--- src/rtl/decoder_pkg.sv ---
// Shared constants and helpers for the registered one-hot decoder with scan sequencer.
package decoder_pkg;

  localparam logic MODE_DIRECT = 1'b0;
  localparam logic MODE_SCAN   = 1'b1;

  // Widest one-hot vector the helper can produce (select widths up to 10).
  localparam int unsigned ONEHOT_MAX_W = 1024;

  function automatic logic [ONEHOT_MAX_W-1:0] onehot(input int unsigned idx,
                                                     input int unsigned n);
    logic [ONEHOT_MAX_W-1:0] v;
    v = '0;
    if (idx < (32'd1 << n)) v[idx] = 1'b1;
    return v;
  endfunction

endpackage

--- src/rtl/decoder_scan_timer.sv ---
// Dwell counter for scan mode: counts enabled scan cycles and flags the last one.
module scan_timer #(
  parameter int unsigned DWELL = 1
) (
  input  logic clk,
  input  logic rst_n,
  input  logic en,
  input  logic clear,
  input  logic advance_ok,
  output logic tc
);

  localparam int unsigned CW = (DWELL > 1) ? $clog2(DWELL) : 1;

  logic [CW-1:0] dwell_q, dwell_d;

  // With DWELL = 1 the counter never leaves zero, so tc is constantly high.
  assign tc = (dwell_q == CW'(DWELL - 1));

  always_comb begin
    dwell_d = dwell_q;
    if (clear) begin
      dwell_d = '0;
    end else if (en && advance_ok) begin
      dwell_d = tc ? '0 : dwell_q + CW'(1);
    end
  end

  always_ff @(posedge clk or negedge rst_n) begin
    if (!rst_n) begin
      dwell_q <= '0;
    end else begin
      dwell_q <= dwell_d;
    end
  end

endmodule

--- src/rtl/decoder_scan.sv ---
// Registered N-to-2^N one-hot decoder; direct mode decodes a loaded index,
// scan mode walks the active line across all outputs with a programmable dwell.
module decoder_scan
  import decoder_pkg::*;
#(
  parameter int unsigned N     = 4,
  parameter int unsigned DWELL = 1
) (
  input  logic              clk,
  input  logic              rst_n,
  input  logic              en,
  input  logic              mode,
  input  logic              load,
  input  logic [N-1:0]      in,
  output logic [2**N-1:0]   out,
  output logic [N-1:0]      idx,
  output logic              wrap
);

  localparam int unsigned OUT_W = 2**N;

  logic [N-1:0]     idx_q, idx_d;
  logic [OUT_W-1:0] out_q, out_d;
  logic             wrap_q, wrap_d;
  logic             tc;
  logic             scan_sel;
  logic             timer_clear;
  logic             advance;

  assign scan_sel    = (mode == MODE_SCAN);
  assign timer_clear = load || (mode == MODE_DIRECT);
  assign advance     = !load && scan_sel && en && tc;

  scan_timer #(
    .DWELL(DWELL)
  ) u_timer (
    .clk       (clk),
    .rst_n     (rst_n),
    .en        (en),
    .clear     (timer_clear),
    .advance_ok(scan_sel),
    .tc        (tc)
  );

  // Load beats a terminal-count advance; only an advance can raise wrap.
  always_comb begin
    idx_d  = idx_q;
    wrap_d = 1'b0;
    if (load) begin
      idx_d = in;
    end else if (advance) begin
      idx_d  = idx_q + N'(1);
      wrap_d = (idx_q == '1);
    end
    out_d = en ? OUT_W'(onehot(32'(idx_d), N)) : '0;
  end

  always_ff @(posedge clk or negedge rst_n) begin
    if (!rst_n) begin
      idx_q  <= '0;
      out_q  <= '0;
      wrap_q <= 1'b0;
    end else begin
      idx_q  <= idx_d;
      out_q  <= out_d;
      wrap_q <= wrap_d;
    end
  end

  assign out  = out_q;
  assign idx  = idx_q;
  assign wrap = wrap_q;

endmodule
--- config.mk ---
export PLATFORM = sky130hd
export DESIGN_NAME = decoder_scan
export DESIGN_NICKNAME = d
export VERILOG_FILES = /design/src/rtl/decoder_pkg.sv /design/src/rtl/decoder_scan_timer.sv /design/src/rtl/decoder_scan.sv
export SDC_FILE = /design/constraint.sdc
export NUM_CORES = 1
export LEC_CHECK = 0
export ABC_CLOCK_PERIOD_IN_PS = 2100
export CORE_MARGIN = 8
export CORE_UTILIZATION = 43
export CTS_CLUSTER_DIAMETER = 120
export DETAILED_ROUTE_END_ITERATION = 8
export GPL_ROUTABILITY_DRIVEN = 0
export PLACE_DENSITY_LB_ADDON = 0.12
export SLEW_MARGIN = 20
export SYNTH_ARGS = -nofsm -noshare
export SYNTH_HDL_FRONTEND = slang
export SYNTH_SLANG_ARGS = --single-unit
--- constraint.sdc ---
create_clock -name clk -period 2.1 [get_ports clk]
set_clock_uncertainty 0.15 [all_clocks]
set_input_delay 0.21 -clock clk [delete_from_list [all_inputs] [get_ports clk]]
set_output_delay 0.21 -clock clk [all_outputs]
set_load 0.02 [all_outputs]
==> impl_metrics.ini, run 1 <==
[drt]
wl_per_cell_um = 13.6
postRouteAntennaNets = 0
vias = 656
dr.pass1.iters = 4
routed_wirelength_um = 1830
dr.first_iter.drc_count = 14
drc = 0
avgViaCountPerCell = 4.90

[synth]
synth_xor_area_share_pct = 2.03
synth_mux_area_share_pct = 2.47
synth-compound-area-share_pct = 10.6
synthSimpleGateAreaFrac_pct = 21.6
yosys_warnings = 0
ys_ff_latch = 21
ys_seq_area_share_pct = 61.0
synth_top_family_by_area = simple AND/OR/NAND/NOR gates
synthesis.area_um2 = 862
syn_area_per_cell_um2 = 12.1
synthAdderAreaFrac_pct = 1.45
syn_inst = 71
synth.distinct_cells = 26
syn_nets = 81

[cts]
clk_pin_slew_ps = 110
cts_tree = done
ctsHtreeMaxLevel = 1
clockBufferDepth = 2
post_cts_buffers = 0
numCtsBuffers = 3
cts_resized = 0
cts_root_buffer = clkbuf_4
clock_sinks = 21
hold_buffers = 0
worst_skew_pair.late_latency_ps = 300

[finish]
diodes = 0
fin_area_um2 = 1240
final_common_cell = clkdlybuf4s50_1
num-nets-final = 118
fill_cells = 172
utilization_pct = 64.3
area_delta_synth_final_pct = 43.4
final_cell_mix = clkdlybuf4s50_1 (29), dfrtp_1 (21), nor2_1 (13)
drive_gt1_share_pct = 12.1

[global_routing]
grt_pass1_vias = 680
grt_pass1_wl_um = 2950
antenna_found_initial = 0
grt.total_usage_pct = 10.8
grt_start_max_net_pins = 22
grt_overflow = 0

[critical_path]
path_max_fanout = 5
crit_buf_inv = 0
cp_cell_sequence = ha_1, and3_1, mux2i_1, a211oi_1, nor3b_1
cp_data_arrival_time_ps = 1990
critPathSlowestCell = dfrtp_1
crit_family = flip-flops
worstSetupEndpointType = register
path_class = register to register
slowest_delay_ps = 460
start_kind = register
crit_required_ps = 2160

[sta]
rsz0062_at_grt = no
finalHoldViolations = 0
setup_violations = 0
max_freq_ghz = 0.517
tightest_slew_ps = 396
slew_headroom_pct = 72.9
final-max-slew-violation-count = 0
whs_ps = 83.4
period_needed_ps = 1930
tns_ps = 0
fin_crit_sh_pct = 92.1

[run]
maxCapViolCount = 0

[power]
power_frac_clock_pct = 23.1
switchingPower_uw = 224
sw_frac_of_total_pct = 27.8
power_density_nw_per_um2 = 651
pwr-share-seq_pct = 54.3
p_leak_nw = 0.551
combPwrFrac_pct = 22.7
ir_drop_v = 0.000440
cellInternalPower_uw = 581

[floorplanning]
fp.dieH_um = 60.8
io_pins = 30
start_util_pct = 44.9
core_um2 = 1920
die_area_um2 = 3690
core.rowCount = 16
die_w_um = 60.8

[placement]
place_hpwl_um = 1500
placed_cell_area_um2 = 1210
io_buffers = 29

[min_path]
hold_class = primary input to asynchronous set/reset pin

[run_status]
outcome = finished clean
[worst reg2reg max path, cell delays in order (launching register included)]
cell,delay [ps]
dfrtp_1,460
ha_1,220
and3_1,180
mux2i_1,190
a211oi_1,390
nor3b_1,260
[Yosys cell counts]
cell type  instances  share of area, %
ha_1               1               1.5
dfrtp_1           21                61
a21boi_0           1              0.87
a221o_1            1               1.2
mux2_2             1               1.3
and2_1             1              0.73
nand2b_1           1              0.73
nand4_1            2               1.5
inv_1              2              0.87
nand3_1            2               1.2
xnor2_1            1               1.0
nor4b_2            1               1.7
a31oi_4            1               2.5
and3_1             2               1.5
a211oi_1           1              0.87
and4_1             1               1.0
nand2_1            4               1.7
mux2i_1            1               1.2
a21o_1             2               1.7
nor3b_1            1              0.87
a21bo_2            3               3.5
nor2_1            13               5.7
nand4bb_1          1               1.3
nor2b_1            4               2.9
nand3b_1           1              0.87
xor2_1             1               1.0
[area by class of cell]
cell class	instances	area, µm²	share of cell area [%]
Clock buffer	3	22.5	1.82
Tap cell	27	33.8	2.73
Clock inverter	1	5.00	0.405
Sequential cell	21	526	42.5
Inverter	2	7.51	0.607
Timing Repair Buffer	32	313	25.3
Multi-Input combinational cell	48	329	26.6
[cell families (layout without fill, tap and decap cells)]
logic type / Yosys count / after routing
XOR/XNOR: 2 / 2
buffers and inverters: 2 / 38
AND/OR/NAND/NOR: 34 / 34
adder cells (fa/ha/maj): 1 / 1
AO/OA/AOI/OAI: 9 / 9
flip-flops: 21 / 21
multiplexers: 2 / 2
[sequential cells by signal, summed over array words and instances (netlist names)]
signal / count
out: 16
idx: 4
wrap: 1
[stage by stage]
stage | setup slack (ps) | power, mW | instances
after floorplan | 307 | 0.540 | 71
after global placement | 14.3 | 0.624 | 130
after detailed placement | -26.6 | 0.629 | 130
after CTS | 151 | 0.812 | 134
after global routing | 3.02 | 0.843 | 134
final | 165 | 0.805 | 134
[worst paths after layout]
kind                            startpoint      to  slack, ps  cells past startpoint
worst max-delay path                idx[0]  out[5]        170                      5
worst min-delay path                 rst_n  out[5]         80                      2
worst max register to register      idx[0]  out[5]        170                      5
worst min register to register      idx[3]    wrap        450                      1
max in group asynchronous            rst_n  out[1]       1510                      2
min in group clk                     in[2]  idx[2]        410                      3
[power by group through the flow]
stage / logic, mW / registers [mW] / clock network, mW
6_report: 0.182 / 0.437 / 0.186
3_3_place_gp: 0.181 / 0.444 / 0
4_1_cts: 0.185 / 0.437 / 0.191
2_1_floorplan: 0.0734 / 0.467 / 0
5_1_grt: 0.197 / 0.440 / 0.206
3_5_place_dp: 0.184 / 0.445 / 0
[metal layers]
metal  wire, µm  global-route usage (%)  share of wire (%)  vias to the layer above
li1           -                       -                  -                      315
met1        761                    11.6                 42                      320
met2        922                    18.7                 50                       19
met3        115                    2.12                6.3                        2
met4         27                    7.31                1.5                        0
met5          0                       0                  0                        -
No activity file was read; power rests on OpenSTA's default activity.
==> inputs of run 2 (changes only) <==
ABC_AREA = 1   (was unset)
CORE_UTILIZATION = 44   (was 43)
==> impl_metrics.ini, run 2 <==
[run_status]
outcome = finished clean

[cts]
clockBufferDepth = 2
ctsHtreeMaxLevel = 1
numCtsBuffers = 3
cts_resized = 0
cts_root_buffer = clkbuf_4
hold_buffers = 0
worst_skew_pair.late_latency_ps = 290
clk_pin_slew_ps = 100
post_cts_buffers = 0
clock_sinks = 21
cts_tree = done

[floorplanning]
die_w_um = 61.1
fp.dieH_um = 61.1
die_area_um2 = 3740
io_pins = 30
start_util_pct = 46.1
core_um2 = 1940
core.rowCount = 16

[sta]
final-max-slew-violation-count = 0
rsz0062_at_grt = no
setup_violations = 0
tns_ps = 0
max_freq_ghz = 0.581
finalHoldViolations = 0
tightest_slew_ps = 443
fin_crit_sh_pct = 82.0
period_needed_ps = 1720
timing.final.ws_setup_ps = 378
slew_headroom_pct = 70.4

[power]
power_density_nw_per_um2 = 631
ir_drop_v = 0.000467
p_leak_nw = 0.584

[global_routing]
antenna_found_initial = 0
grt_pass1_vias = 717
grt_overflow = 0
grt_start_max_net_pins = 22
grt.total_usage_pct = 11.2
grt_pass1_wl_um = 3110

[synth]
synthTopCellsByCount = nor2_1 (22), dfrtp_1 (21), nand2_1 (20), nand3_1 (10), inv_1 (5)
yosys_warnings = 0
ys_seq_area_share_pct = 58.7
synth_most_common_cell = nor2_1
async_reset_ff_share_pct = 100
synth.distinct_cells = 18
synth_top_area_share_pct = 58.7
synth_area_leaders = dfrtp_1 (59%), nor2_1 (9.2%), nand2_1 (8.4%)
yosysTopAreaCell = dfrtp_1
synth_flop_cell = dfrtp_1
syn_area_per_cell_um2 = 9.53
ys_ff_latch = 21
synthesis.area_um2 = 896
syn_inst = 94
synth_edf_count = 0
syn_nets = 104

[finish]
num-nets-final = 137
diodes = 0
final_cell_mix = clkdlybuf4s50_1 (29), nor2_1 (22), dfrtp_1 (21)
largest_reg_flops = 16
seqCellArea_um2 = 526
fill_cells = 182
drive_gt1_share_pct = 9.52
area_delta_synth_final_pct = 37.4
multi_input_area_um2 = 320
final_common_cell = clkdlybuf4s50_1

[critical_path]
cp_data_arrival_time_ps = 1360
start_kind = register
slowest_delay_ps = 630
worstSetupEndpointType = primary output
crit_required_ps = 1740
critPathSlowestCell = clkdlybuf4s50_1
path_class = register to primary output
crit_family = buffers and inverters
crit_buf_inv = 1
cp_cell_sequence = clkdlybuf4s50_1
path_max_fanout = 5

[drt]
dr.pass1.iters = 4
drc = 0
routed_wirelength_um = 1910
postRouteAntennaNets = 0
dr.first_iter.drc_count = 20
avgViaCountPerCell = 4.78
wl_per_cell_um = 12.5
vias = 732

[placement]
place_hpwl_um = 1540
place_ws_ps = 156
io_buffers = 29

[min_path]
hold_class = primary input to asynchronous set/reset pin

[run]
maxCapViolCount = 0
==> run 2: layout make-up <==
| class | instances | area share, % |
|---|---|---|
| tap | 27 | 2.74 |
| multi-input combinational | 65 | 26.0 |
| clock buffer | 4 | 2.13 |
| timing repair buffer | 30 | 24.2 |
| sequential | 21 | 42.7 |
| inverter | 6 | 2.24 |
==> run 2: metrics by stage <==
| stage | power, mW | instances | util [%] | hold WS (ps) | instance area, µm² |
|---|---|---|---|---|---|
| after floorplan | 0.536 | 94 | - | -236 | 896 |
| after global placement | 0.607 | 149 | 62.0 | 419 | 1200 |
| final | 0.777 | 153 | 63.4 | 95.4 | 1230 |
| after detailed placement | 0.609 | 149 | 62.0 | 420 | 1200 |
| after CTS | 0.783 | 153 | 63.4 | 101 | 1230 |
| after global routing | 0.819 | 153 | 63.4 | 120 | 1230 |
==> run 2: logic make-up after synthesis <==
group           after synthesis  synth area share, %
compound gates                3                 3.35
fa+ha+maj                     1                 1.40
buf+inv                       8                 5.59
flops                        21                 58.7
simple gates                 61                 31.0
==> run 2: metal layers <==
layer	global-route usage (%)	part of all wire, %	vias to the layer above
met3	3.97	7.6	2
met1	13.3	43	343
met2	18.5	48	26
li1	-	-	361
met4	2.99	0.63	0
met5	0	0	-
==> run 2: worst reg2reg max path, cell delays in order (launching register included) <==
cell and delay, ps:
dfrtp_1 440, ha_1 320, nand3b_1 160, nand3_1 80, nand2_1 90, nand3_1 200, nor2_1 80
==> run 2: path summary, 6_finish.rpt <==
| path | start | to | slack [ps] | cells past startpoint |
|---|---|---|---|---|
| min reg2reg | idx[2] | wrap | 460 | 2 |
| min | rst_n | idx[1] | 100 | 2 |
| min in group clk | in[1] | idx[1] | 390 | 3 |
| max in group asynchronous | rst_n | out[6] | 1500 | 2 |
| max | idx[0] | idx[0] | 380 | 1 |
| max reg2reg | idx[0] | out[6] | 470 | 6 |
==> run 2: power by group <==
group | internal [mW] | switching (mW)
Sequential | 0.420 | 0.0114
Clock | 0.0739 | 0.102
Combinational | 0.0693 | 0.0996
Total | 0.564 | 0.213
==> inputs of run 3 (changes only) <==
ABC_CLOCK_PERIOD_IN_PS = 1600   (was 2100)
clock period = 1.6 ns   (was 2.1 ns; I/O delays follow)
==> impl_metrics.ini, run 3 (same netlist as run 2, synthesis figures left out) <==
[finish]
drive_gt1_share_pct = 17.6
fill_cells = 149
utilization_pct = 69.5
seqCellArea_um2 = 526
area_delta_synth_final_pct = 50.7
multi_input_area_um2 = 323
num-nets-final = 147
largest_reg_flops = 16
finalNonFillerCells = 163
diodes = 0
final_cell_mix = nor2_1 (21), dfrtp_1 (21), nand2_1 (20)
fin_area_um2 = 1350

[sta]
final-max-slew-violation-count = 0
slew_headroom_pct = 83.1
whs_ps = 32.8
max_freq_ghz = 0.632
rsz0062_at_grt = yes
setup_violations = 0
fin_crit_sh_pct = 98.9
period_needed_ps = 1580
tightest_slew_ps = 254
finalHoldViolations = 0

[global_routing]
antenna_found_initial = 0
grt_start_max_net_pins = 22
grt_overflow = 0
grt.total_usage_pct = 12.3
grt_pass1_vias = 779
grt_pass1_wl_um = 3510

[placement]
place_hpwl_um = 1730
placed_cell_area_um2 = 1290
dpl.cell_count = 159
io_buffers = 29

[cts]
numCtsBuffers = 3
clockBufferDepth = 2
ctsHtreeMaxLevel = 1
clock_sinks = 21
worst_skew_pair.late_latency_ps = 290
hold_buffers = 0
cts_root_buffer = clkbuf_4
cts_tree = done
clk_pin_slew_ps = 120

[critical_path]
path_max_fanout = 4
r2r-start = idx[0]
r2r_slack_ps = 20
worstSetupEndpointType = register
endpoint = out[10]
start_kind = register
cp_data_arrival_time_ps = 1620
reg2regPathDepth = 6
path_class = register to register
crit_required_ps = 1640
cp-startpoint = idx[0]
rr_endpoint = out[10]

[power]
sw_frac_of_total_pct = 29.3
combPwrFrac_pct = 23.3
power_density_nw_per_um2 = 787
ir_drop_v = 0.000535
cellInternalPower_uw = 751
switchingPower_uw = 311
pwr-share-seq_pct = 53.0
p_leak_nw = 0.872
power_frac_clock_pct = 23.8
total_power_mw = 1.06

[floorplanning]
core.rowCount = 16
start_util_pct = 46.1
die_w_um = 61.1
io_pins = 30
fp.dieH_um = 61.1
die_area_um2 = 3740
core_um2 = 1940

[drt]
dr.first_iter.drc_count = 12
dr.pass1.iters = 4
wl_per_cell_um = 13.2
drc = 0
postRouteAntennaNets = 0
routed_wirelength_um = 2160
avgViaCountPerCell = 4.67
vias = 761

[run]
maxCapViolCount = 0

[min_path]
hold_class = primary input to asynchronous set/reset pin

[run_status]
outcome = finished clean
==> run 3: cell count changes in the layout (fill, tap and decap cells not counted), moves of 4 or more <==
cell	before	now
clkdlybuf4s50_1	29	12
dlymetal6s2s_1	0	13
dlygate4sd2_1	0	4
buf_4	1	10
==> run 3: per-stage QoR <==
step | setup TNS (ps) | setup WS, ps
after floorplan | 0 | 74.7
after global placement | -1580 | -137
after detailed placement | -1830 | -163
after CTS | 0 | 3.49
after global routing | -170 | -41.1
final | 0 | 16.9
==> run 3: power by group through the flow <==
stage / clock, mW / sequential, mW / combinational, mW
after floorplan: 0 / 0.602 / 0.101
after global placement: 0 / 0.573 / 0.254
after detailed placement: 0 / 0.573 / 0.258
after CTS: 0.258 / 0.563 / 0.251
after global routing: 0.282 / 0.564 / 0.272
final: 0.252 / 0.562 / 0.247
==> run 3: final cells by class <==
cell class | instances | area share [%]
tap | 27 | 2.50
clock inverter | 1 | 0.371
multi-input combinational | 65 | 23.9
clock buffer | 3 | 1.67
inverter | 6 | 2.04
timing repair buffer | 40 | 30.6
sequential | 21 | 38.9
==> run 3: worst min path at each step <==
stage,to,cells past startpoint
floorplan,idx[0],0
global route,out[12],2
global placement,wrap,2
CTS,out[15],2
detailed placement,out[14],2
finish,out[12],2
==> run 3: what timing repair did <==
item | 4_1_cts | 5_1_grt
setup buffers | 0 | 0
resized for setup | 4 | 14
endpoints found under the setup margin | 4 | 23
==> run 3: layer usage <==
| layer | track usage (%) | part of all wire, % |
|---|---|---|
| met2 | 21.6 | 52 |
| met1 | 15.0 | 42 |
| met3 | 3.13 | 5.7 |
| met4 | 1.99 | 0 |
| met5 | 0 | 0 |
==> run 3: critical path: stages, from the launching register on <==
cell      delay, ps
dfrtp_1         400
ha_1            300
nand3b_1        170
nand3_1          80
nand2_1          90
nand3_1         190
nor2_1           90
